--- config.mk ---
export PLATFORM = sky130hd
export DESIGN_NAME = fifo_rd_ctrl_flat
export DESIGN_NICKNAME = d
export VERILOG_FILES = /design/src/rtl/fifo_pkg.sv /design/src/rtl/fifo_rd_ctrl_if.sv /design/src/rtl/fifo_gray2bin.sv /design/src/rtl/fifo_rd_ctrl.sv /design/src/flat_wrapper.sv
export SDC_FILE = /design/constraint.sdc
export NUM_CORES = 1
export LEC_CHECK = 0
export ABC_AREA = 1
export CORE_AREA = 2 2 47 49
export DETAILED_ROUTE_END_ITERATION = 6
export DIE_AREA = 0 0 49 51
export PLACE_DENSITY = 0.78
export SLEW_MARGIN = 25
export SYNTH_ARGS = -nofsm -noshare
export SYNTH_HDL_FRONTEND = slang
export SYNTH_SLANG_ARGS = --single-unit
export TNS_END_PERCENT = 1
--- constraint.sdc ---
create_clock -name rclk -period 3.4 [get_ports rclk]
set_input_delay 0.85 -clock rclk [delete_from_list [all_inputs] [get_ports rclk]]
set_output_delay 0.85 -clock rclk [all_outputs]
set_load 0.005 [all_outputs]
--- src/rtl/fifo_pkg.sv ---
// Shared helpers for the dual-clock FIFO controllers.
// Gray/binary conversion, usable at any pointer width up to FN_W.
package fifo_pkg;

    localparam int FN_W = 32;

    // Zero-extend narrower values on entry and slice the result on return.
    function automatic logic [FN_W-1:0] bin2gray(
        input logic [FN_W-1:0] b
    );
        return b ^ (b >> 1);
    endfunction

    function automatic logic [FN_W-1:0] gray2bin(
        input logic [FN_W-1:0] g
    );
        logic [FN_W-1:0] b;
        b = g;
        for (int i = FN_W - 2; i >= 0; i--) begin
            b[i] = b[i+1] ^ g[i];
        end
        return b;
    endfunction

endpackage

--- src/rtl/fifo_rd_ctrl_if.sv ---
// Read-side bundle of the dual-clock FIFO.
// The slave side is the controller; the master side is the consumer.
interface fifo_rd_ctrl_if #(
    parameter int ADDR_WIDTH = 3
);
    logic                  rinc;
    logic [ADDR_WIDTH:0]   sync_wr_ptr;
    logic [ADDR_WIDTH:0]   ae_thresh;
    logic                  uf_clr;
    logic [ADDR_WIDTH-1:0] raddr;
    logic                  ren;
    logic [ADDR_WIDTH:0]   rptr;
    logic                  rempty;
    logic                  ralmost_empty;
    logic [ADDR_WIDTH:0]   rlevel;
    logic                  runderflow;

    modport slave (
        input  rinc,
        input  sync_wr_ptr,
        input  ae_thresh,
        input  uf_clr,
        output raddr,
        output ren,
        output rptr,
        output rempty,
        output ralmost_empty,
        output rlevel,
        output runderflow
    );

    modport master (
        output rinc,
        output sync_wr_ptr,
        output ae_thresh,
        output uf_clr,
        input  raddr,
        input  ren,
        input  rptr,
        input  rempty,
        input  ralmost_empty,
        input  rlevel,
        input  runderflow
    );

endinterface

--- src/rtl/fifo_gray2bin.sv ---
// Gray to binary converter.
// Each binary bit is the XOR of all Gray bits at or above it.
module fifo_gray2bin #(
    parameter int W = 4
) (
    input  logic [W-1:0] gray,
    output logic [W-1:0] bin
);

    for (genvar i = 0; i < W; i++) begin : g_bit
        assign bin[i] = ^gray[W-1:i];
    end

endmodule

--- src/rtl/fifo_rd_ctrl.sv ---
// Read-side controller of the dual-clock FIFO.
// Read pointer, empty/almost-empty flags, fill level and underflow.
module fifo_rd_ctrl
    import fifo_pkg::*;
#(
    parameter int ADDR_WIDTH = 3
) (
    input logic           rclk,
    input logic           rrst_n,
    fifo_rd_ctrl_if.slave bus
);

    localparam int PW = ADDR_WIDTH + 1;

    logic [PW-1:0] rbin;
    logic [PW-1:0] rbin_next;
    logic [PW-1:0] rgray_next;
    logic [PW-1:0] wbin;
    logic [PW-1:0] level_next;

    fifo_gray2bin #(
        .W(PW)
    ) u_g2b (
        .gray(bus.sync_wr_ptr),
        .bin (wbin)
    );

    assign bus.ren   = bus.rinc & ~bus.rempty;
    assign bus.raddr = rbin[ADDR_WIDTH-1:0];

    // Flags are computed from the post-read pointer so a read
    // shows up in the same cycle the pointer moves.
    always_comb begin
        rbin_next  = rbin + PW'(bus.ren);
        rgray_next = PW'(bin2gray(FN_W'(rbin_next)));
        level_next = wbin - rbin_next;
    end

    always_ff @(posedge rclk or negedge rrst_n) begin
        if (!rrst_n) begin
            rbin              <= '0;
            bus.rptr          <= '0;
            bus.rempty        <= 1'b1;
            bus.ralmost_empty <= 1'b1;
            bus.rlevel        <= '0;
            bus.runderflow    <= 1'b0;
        end else begin
            rbin              <= rbin_next;
            bus.rptr          <= rgray_next;
            bus.rempty        <= (rgray_next == bus.sync_wr_ptr);
            bus.ralmost_empty <= (level_next <= bus.ae_thresh);
            bus.rlevel        <= level_next;
            // A new underflow outranks a clear in the same cycle.
            bus.runderflow    <= (bus.rinc & bus.rempty)
                               | (bus.runderflow & ~bus.uf_clr);
        end
    end

endmodule

--- src/flat_wrapper.sv ---
// flat-port wrapper written by rule: the top's interface ports become plain ports
module fifo_rd_ctrl_flat import fifo_pkg::*;
#(
    parameter int ADDR_WIDTH = 3
)
  (rclk, rrst_n, bus_rinc, bus_sync_wr_ptr, bus_ae_thresh, bus_uf_clr, bus_raddr, bus_ren, bus_rptr, bus_rempty, bus_ralmost_empty, bus_rlevel, bus_runderflow);
  fifo_rd_ctrl_if #(.ADDR_WIDTH(ADDR_WIDTH)) bus_i ();
  input logic rclk;
  input logic rrst_n;
  input wire logic [$bits(bus_i.rinc)-1:0] bus_rinc;
  input wire logic [$bits(bus_i.sync_wr_ptr)-1:0] bus_sync_wr_ptr;
  input wire logic [$bits(bus_i.ae_thresh)-1:0] bus_ae_thresh;
  input wire logic [$bits(bus_i.uf_clr)-1:0] bus_uf_clr;
  output wire logic [$bits(bus_i.raddr)-1:0] bus_raddr;
  output wire logic [$bits(bus_i.ren)-1:0] bus_ren;
  output wire logic [$bits(bus_i.rptr)-1:0] bus_rptr;
  output wire logic [$bits(bus_i.rempty)-1:0] bus_rempty;
  output wire logic [$bits(bus_i.ralmost_empty)-1:0] bus_ralmost_empty;
  output wire logic [$bits(bus_i.rlevel)-1:0] bus_rlevel;
  output wire logic [$bits(bus_i.runderflow)-1:0] bus_runderflow;
  assign bus_i.rinc = bus_rinc;
  assign bus_i.sync_wr_ptr = bus_sync_wr_ptr;
  assign bus_i.ae_thresh = bus_ae_thresh;
  assign bus_i.uf_clr = bus_uf_clr;
  assign bus_raddr = bus_i.raddr;
  assign bus_ren = bus_i.ren;
  assign bus_rptr = bus_i.rptr;
  assign bus_rempty = bus_i.rempty;
  assign bus_ralmost_empty = bus_i.ralmost_empty;
  assign bus_rlevel = bus_i.rlevel;
  assign bus_runderflow = bus_i.runderflow;
  fifo_rd_ctrl #(.ADDR_WIDTH(ADDR_WIDTH)) u_core (.rclk(rclk), .rrst_n(rrst_n), .bus(bus_i));
endmodule
==> results of run 1 <==
synthesized netlist by cell type:
library cell / n / area (um^2)
dfstp_2: 2 / 52.6
ha_1: 9 / 113
nand4_1: 1 / 6.26
fa_1: 1 / 20.0
nand4_2: 1 / 12.5
xor2_2: 1 / 16.3
nand2_1: 21 / 78.8
nor2_1: 2 / 7.51
dfrtp_1: 12 / 300
nand3b_1: 2 / 15.0
o21bai_1: 1 / 7.51
nand3_1: 12 / 60.1
nand2_2: 4 / 25.0
a21oi_1: 3 / 15.0
o21ai_0: 3 / 15.0
inv_1: 19 / 71.3
xor2_1: 2 / 17.5
xnor2_1: 3 / 26.3
critical path, stage by stage:
cell	delay, ns
clkdlybuf4s50_1	0.48
inv_1	0.05
nor2_2	0.13
ha_2	0.20
ha_2	0.19
inv_1	0.06
nand2_2	0.09
nand2_2	0.06
ha_1	0.32
a21oi_2	0.15
nand3_1	0.08
nand2_1	0.08
inv_1	0.06
ha_1	0.31
a21oi_2	0.14
o21ai_1	0.07
o21ai_1	0.09
power groups by stage:
stage                     Clock (mW)  Combinational, mW  Sequential [mW]
after floorplan                    0              0.448            0.319
after global placement             0              0.792            0.309
after detailed placement           0              0.827            0.315
after CTS                      0.117              0.832            0.311
after global routing           0.125              0.992            0.320
final                          0.114              0.868            0.311
per-layer routing:
| layer | part of all wire [%] | track usage, % |
|---|---|---|
| met1 | 44 | 21.8 |
| met2 | 52 | 28.1 |
| met3 | 2.1 | 0.292 |
| met4 | 1.2 | 7.14 |
| met5 | 0 | 0 |
stage by stage:
step	TNS [ns]	power (mW)	util, %	cell area (um^2)	instances
finish	0	1.29	62.1	1280	167
detailed placement	-0.242	1.14	58.9	1210	161
global placement	-0.117	1.10	58.9	1210	161
CTS	0	1.26	60.6	1250	165
floorplan	0	0.767	-	860	99
global route	0	1.44	62.1	1280	167
kinds of logic (layout without fill, tap and decap cells):
family,count (synthesis),count (layout),synth area share (%)
adders and majority gates,10,10,15.4
xor gates and xnor gates,6,6,6.99
DFF,14,14,41.0
buffers and inverters,19,59,8.30
AOI/OAI and AO/OA,7,7,4.37
and+or+nand+nor,43,43,23.9
state kept, by name (all words and copies together) (netlist names):
register / flops
u_core.bus.rlevel: 4
u_core.rbin: 3
u_core.bus.rptr: 4
u_core.bus.runderflow: 1
u_core.bus.rempty: 1
u_core.bus.ralmost_empty: 1
cell type report:
type / instances / area (um^2) / share of cell area [%]
Sequential cell: 14 / 353 / 27.5
Multi-Input combinational cell: 66 / 450 / 35.2
Tap cell: 28 / 35.0 / 2.73
Clock buffer: 4 / 36.3 / 2.83
Inverter: 19 / 71.3 / 5.57
Timing Repair Buffer: 36 / 335 / 26.2
worst max path at each step:
stage                                                    end  slack [ns]  cells after the start
final                     u_core.bus.ralmost_empty$_DFF_PN1_        0.17                     17
after global routing      u_core.bus.ralmost_empty$_DFF_PN1_      0.0003                     17
after CTS                 u_core.bus.ralmost_empty$_DFF_PN1_        0.04                     17
after floorplan           u_core.bus.ralmost_empty$_DFF_PN1_        0.43                     16
after detailed placement  u_core.bus.ralmost_empty$_DFF_PN1_       -0.24                     17
after global placement    u_core.bus.ralmost_empty$_DFF_PN1_       -0.12                     17
repair_timing:
action,in CTS,in global routing
setup endpoints to repair,0,1
buffers inserted,0,2
gates resized for setup,0,7
==> results.ini, run 1 <==
[power_and_ir_drop]
combPwrFrac_pct = 67.1
power_frac_clock_pct = 8.8
cellLeakagePower_nw = 0.647
pwr-share-seq_pct = 24.0
sw_frac_of_total_pct = 39.9
ir_drop_mv = 0.491
p_sw_uw = 516
powerDensity_mw_per_mm2 = 1010
internal_power_uw = 777

[global_route]
grt_max_degree = 15
gr-usage-all-layers_pct = 16.3
antenna_found_initial = 0
grt_overflow = 0
first_global_vias = 746
grt_first_pass_wirelength_mm = 3.22

[layout]
final_cell_mix = clkdlybuf4s50_1 (26), nand2_1 (21), inv_1 (19), nand3_1 (12), dfrtp_1 (12)
drive_gt1_share_pct = 19.4
layout_commonest_cell = clkdlybuf4s50_1
n_fill_cell = 188
area_delta_synth_final_pct = 49.1
finalNetCount = 162
n_antenna_cell = 0

[place]
dp_hpwl_mm = 1.54
pre_cts_ws_ns = -0.242
portBuffers = 26
place_congestion = 0.795

[critical_path]
timing.rr.start = u_core.bus.rempty$_DFF_PN1_
end_kind = register
cp-startpoint = bus_rinc
r2r-end = u_core.bus.ralmost_empty$_DFF_PN1_
path_class = primary input to register
worst-r2r-cell-count = 15
r2r_setup_slack_ns = 0.76
cp.arrival_ns = 3.43
start_kind = primary input
cp_max_fo = 3
required_ns = 3.60

[logic_synthesis]
synth_area_per_cell_um2 = 8.68
synthCells = 99
synth_nets = 121
synth_area_um2 = 860
ys_seq_area_share_pct = 41.0
ys_warn_count = 0
synth_seq_cells = 14
yosysUniqueCellTypes = 18

[timing]
slew_violations = 0
fmax_mhz = 310
hold-worst-slack_ns = 0.544
setup_viol = 0
worstMarginPinSlew_ns = 0.589
setup_slack_ns = 0.169
fin_crit_ns = 3.23
hold_viol_final = 0
rsz0062_at_grt = no
skew_ns = 0.000984
period_share_pct = 95.0
slew_headroom_pct = 60.6

[worst_hold_path]
hold_end = u_core.bus.runderflow$_DFF_PN0_
hold_class = register to register
min_from = u_core.bus.runderflow$_DFF_PN0_
hold_depth = 2

[floorplan]
fp.dieW_um = 49
pin_count = 27
initial_core_util_pct = 41.7
core-area_mm2 = 0.00206
num_rows = 17
design.die.area_mm2 = 0.00250
die_y_um = 51

[routing]
remaining_drc_errors = 0
first_iter_violations = 10
vias = 769
viasPerCell = 4.60
drt-wirelength-per-cell_um = 10.9
routed_wl_mm = 1.81
firstDrtPassIters = 3
antenna_left = 0

[clock_tree]
clock_latency_ns = 0.27
cts_tree = done
cts_buffer_depth = 2
path_clk_slew_ns = 0.08
cts_hold_buffers = 0
clock-sinks = 14
root_buffer = clkbuf_4
cts_made_buffers = 3
h-tree-depth = 1

[outcome]
status = complete, no violations

[job]
cap_violations = 0

Power figures use the tool's default switching activity.
==> run 2, diff against run 1 <==
--- a/config.mk
+++ b/config.mk
@@ -6,12 +6,12 @@
 export NUM_CORES = 1
 export LEC_CHECK = 0
 export ABC_AREA = 1
-export CORE_AREA = 2 2 47 49
+export CORE_AREA = 2 2 46 48
 export DETAILED_ROUTE_END_ITERATION = 6
-export DIE_AREA = 0 0 49 51
-export PLACE_DENSITY = 0.78
+export DIE_AREA = 0 0 48 50
+export PLACE_DENSITY = 0.81
 export SLEW_MARGIN = 25
 export SYNTH_ARGS = -nofsm -noshare
 export SYNTH_HDL_FRONTEND = slang
 export SYNTH_SLANG_ARGS = --single-unit
-export TNS_END_PERCENT = 1
+export TNS_END_PERCENT = 100
==> constraint.sdc (replaced) <==
create_clock -name rclk -period 3.94 [get_ports rclk]
set_input_delay 0.985 -clock rclk [delete_from_list [all_inputs] [get_ports rclk]]
set_output_delay 0.985 -clock rclk [all_outputs]
set_load 0.005 [all_outputs]
==> run 2 against run 1 <==
Effect of this change: non-clock buffer count down 10; cell count decreased by 6.6%; critical path depth unchanged; clock power decreased by 9%; combinational power shrank 26%; setup slack improved by 0.27 ns; utilization increased by 0.60 points; total power shrank 22%; sequential share of layout area increased by 2.1 points; register-to-register slack improved by 0.34 ns.
==> results.ini, run 2 (same netlist as run 1, synthesis figures left out) <==
[global_route]
grt_first_pass_wirelength_mm = 3.13
grt_overflow = 0
grt_max_degree = 15
grtUsageMet3_pct = 2.20
grt_use_met1_pct = 24.0
antenna_found_initial = 0
gr-usage-met2_pct = 28.4
top_usage_layer = met2
first_global_vias = 788
gr-usage-all-layers_pct = 17.9

[worst_hold_path]
hold_end = u_core.bus.runderflow$_DFF_PN0_
hold_class = register to register
min_from = u_core.bus.runderflow$_DFF_PN0_
hold_depth = 2

[clock_tree]
clock-sinks = 14
root_buffer = clkbuf_4
cts_made_buffers = 3
clock_latency_ns = 0.28
cts_setup_buffers = 0
cts_buffer_depth = 2
cts_resized = 0
cts_tree = done
path_clk_slew_ns = 0.09
h-tree-depth = 1
cts_hold_buffers = 0

[critical_path]
required_ns = 4.15
path_class = primary input to register
critPathTopFamily = adder cells
start_kind = primary input
timing.rr.start = u_core.bus.rempty$_DFF_PN1_
cp_max_fo = 6
cpMaxStageDelayCell = clkdlybuf4s50_1
path_cells = clkdlybuf4s50_1, inv_1, nor2_1, ha_1, ha_2, inv_1, ha_1, inv_1, o21bai_1, a21oi_1, nand3_1, nand2_1, inv_1, ha_1, a21oi_1, o21ai_0, o21ai_0
r2r-end = u_core.bus.ralmost_empty$_DFF_PN1_
max_stage_delay_ns = 0.48
crit_top_cell = inv_1
cp.arrival_ns = 3.72
r2r_setup_slack_ns = 1.10
path_buf_inv = 5
worst-r2r-cell-count = 15
end_kind = register

[power_and_ir_drop]
pwr-share-seq_pct = 26.5
sw_frac_of_total_pct = 41.0
power_frac_clock_pct = 10.2
powerDensity_mw_per_mm2 = 850
combPwrFrac_pct = 63.3
p_sw_uw = 415
ir_drop_mv = 0.467
internal_power_uw = 598
cellLeakagePower_nw = 0.600

[timing]
hold_viol_final = 0
worstMarginPinSlew_ns = 0.643
slew_headroom_pct = 57.0
setup_viol = 0
slew_violations = 0
setup_slack_ns = 0.436
finalSetupTns_ns = 0
fin_crit_ns = 3.50
fmax_mhz = 285
rsz0062_at_grt = no
skew_ns = 0.00368
period_share_pct = 88.9

[layout]
n_antenna_cell = 0
finalNetCount = 152
reg_top3 = u_core.bus.rlevel x4, u_core.bus.rptr x4, u_core.rbin x3
n_fill_cell = 156
area_delta_synth_final_pct = 38.7
drive_gt1_share_pct = 10.1
layout_commonest_cell = clkdlybuf4s50_1
final_cell_mix = clkdlybuf4s50_1 (26), nand2_1 (21), inv_1 (19), nand3_1 (12), dfrtp_1 (12)

[floorplan]
num_rows = 16
core-area_mm2 = 0.00190
pin_count = 27
design.die.area_mm2 = 0.00240
die_y_um = 50
initial_core_util_pct = 45.2
fp.dieW_um = 48

[routing]
routed_wl_mm = 1.72
remaining_drc_errors = 0
antenna_left = 0
firstDrtPassIters = 4
first_iter_violations = 12
vias = 742
drt-wirelength-per-cell_um = 11.0
viasPerCell = 4.76

[outcome]
status = complete, no violations

[job]
cap_violations = 0

[place]
place_congestion = 0.780
pre_cts_ws_ns = 0.0931
portBuffers = 26
dp_hpwl_mm = 1.42

run 2: how the worst max path moves through the flow:
stage	start	to	slack, ns	cells after the start
floorplan	bus_rinc	u_core.bus.ralmost_empty$_DFF_PN1_	0.83	16
global placement	bus_rinc	u_core.bus.ralmost_empty$_DFF_PN1_	0.25	17
detailed placement	bus_rinc	u_core.bus.ralmost_empty$_DFF_PN1_	0.09	17
CTS	bus_rinc	u_core.bus.ralmost_empty$_DFF_PN1_	0.36	17
global route	bus_rinc	u_core.bus.ralmost_empty$_DFF_PN1_	0.01	17
finish	bus_rinc	u_core.bus.ralmost_empty$_DFF_PN1_	0.44	17
run 2: power groups by stage:
stage | Combinational (mW) | Clock [mW] | Sequential (mW)
after floorplan | 0.387 | 0 | 0.275
after global placement | 0.616 | 0 | 0.267
after detailed placement | 0.637 | 0 | 0.271
after CTS | 0.642 | 0.106 | 0.268
after global routing | 0.748 | 0.112 | 0.280
final | 0.641 | 0.104 | 0.268
run 2: final cells by class:
class                   count  area, um^2  area share [%]
flip-flops and latches     14         353            29.6
well taps                  27        33.8            2.83
repair buffers             26         260            21.8
clock buffers               4        36.3            3.04
multi-input cells          66         438            36.7
inverters                  19        71.3            5.98
run 2: layer usage:
metal  wire length (um)  vias to the layer above
met1                802                      340
met3                 97                        4
met4                 26                        0
li1                   -                      373
met5                  0                        -
met2                792                       25
run 2: per-stage QoR:
stage	total power, mW	area, um^2	hold WS (ns)	util [%]	std cells
6_report	1.01	1190	0.533	62.7	156
2_1_floorplan	0.662	860	0.514	-	99
4_1_cts	1.02	1190	0.536	62.6	156
5_1_grt	1.14	1190	0.595	62.7	156
3_5_place_dp	0.908	1150	0.524	60.7	152
3_3_place_gp	0.883	1150	0.518	60.7	152
run 2: worst min-delay path: cells and delay by family, from the launching register on:
family / cells / cell delay, ns
buf+inv: 1 / 0.05
flops: 1 / 0.38
compound gates: 1 / 0.06
==> variant, RTL diff (flow settings as in run 1) <==
Reset style: synchronous (`rrst_n`), changed in one clocked block.
--- a/src/rtl/fifo_rd_ctrl.sv
+++ b/src/rtl/fifo_rd_ctrl.sv
@@ -37,5 +37,5 @@
     end
 
-    always_ff @(posedge rclk or negedge rrst_n) begin
+    always_ff @(posedge rclk) begin
         if (!rrst_n) begin
             rbin              <= '0;
Check against the original RTL: differs if rrst_n is asserted again (counterexample within 4 cycles, from zero or initial values and one cycle with rrst_n low); with rrst_n held inactive, the same outputs for 10 cycles.
==> variant against run 1 <==
  * Die area stayed put
  * Largest cell class unchanged
  * Critical path depth shrank 5
  * Cell area unchanged
  * Sequential cell count unchanged
  * Count of clock-buffer cells in the layout unchanged
  * Setup slack lost 0.023 ns
  * Core utilization is the same
  * Area after synthesis decreased by 2.0%
  * Wire length up 14%
Power is not compared: it rests on default switching activity, and its combinational part moved more than twofold at a synthesized area within 25%.
==> variant: results <==
export IMPL_grt_pass1_wl_um=3420
export IMPL_wl_met1_um=816
export IMPL_signal_buffers=39
export IMPL_drive_gt1_share_pct=14.1
export IMPL_timing_slew_headroom_pct=79.1
export IMPL_grt_pass1_vias=887
export IMPL_hold_start="u_core.bus.runderflow"
export IMPL_insertion_delay_ns=0.29
export IMPL_hold_ws_ns=0.463
export IMPL_crit_end="u_core.bus.ralmost_empty"
export IMPL_use_met1_pct=18.2
export IMPL_worstPathArrival_ns=3.41
export IMPL_dpl_hpwl_um=1620
export IMPL_drt_initial_drc_count=15
export IMPL_synthTopCellsByArea="dfxtp_1 (33%), nand2_1 (15%), ha_1 (13%)"
export IMPL_slowest_delay_ns=0.54
export IMPL_gr_usage_met2_pct=32.0
export IMPL_post_route_min_period_ns=3.25
export IMPL_ys_types=14
export IMPL_worstHoldEndpoint="u_core.bus.runderflow"
export IMPL_grt_max_degree=11
export IMPL_clock_skew_ns=0.0228
export IMPL_drtPass1Iterations=4
export IMPL_multi_input_cells=83
export IMPL_synth_flop_cell="dfxtp_1"
export IMPL_reg2reg_slack_ns=0.91
export IMPL_via_per_inst=4.72
export IMPL_multi_input_area_um2=483
export IMPL_post_place_ws_ns=-0.194
export IMPL_status="finished, final reports clean"
export IMPL_syn_num_nets=142
export IMPL_ys_top_cells_by_count="nand2_1 (34), inv_1 (22), nand3_1 (15)"
export IMPL_async_reset_ff_share_pct=0
export IMPL_nNonClkInverters=23
export IMPL_met3_wirelength_um=144
export IMPL_dp_cells=186
==> variant: cell count changes in the layout (fill, tap and decap cells not counted), moves of 3 or more <==
cell            run 1  this run
dfrtp_1            12         0
nand3_1            12        15
inv_1              19        22
dfxtp_1             0        14
nand2_1            21        34
nand2_2             4         0
a21oi_1             1         6
nor2_1              1         8
xnor2_1             3         0
buf_4              10        13
==> variant: cells by family (layout without fill, tap and decap cells) <==
kind of cell               count (synthesis)  after routing  synth area share [%]
xor gates and xnor gates                   3              3                  4.90
buffers and inverters                     23             66                  10.3
AOI/OAI and AO/OA                          8              8                  4.76
and+or+nand+nor                           62             62                  31.1
adders and majority gates                 10             10                  15.8
DFF                                       14             14                  33.3
==> variant: timing repair <==
item / CTS / global route
endpoints found under the setup margin: 0 / 1
hold buffers: 0 / 0
resized for setup: 0 / 6
setup buffers: 0 / 1
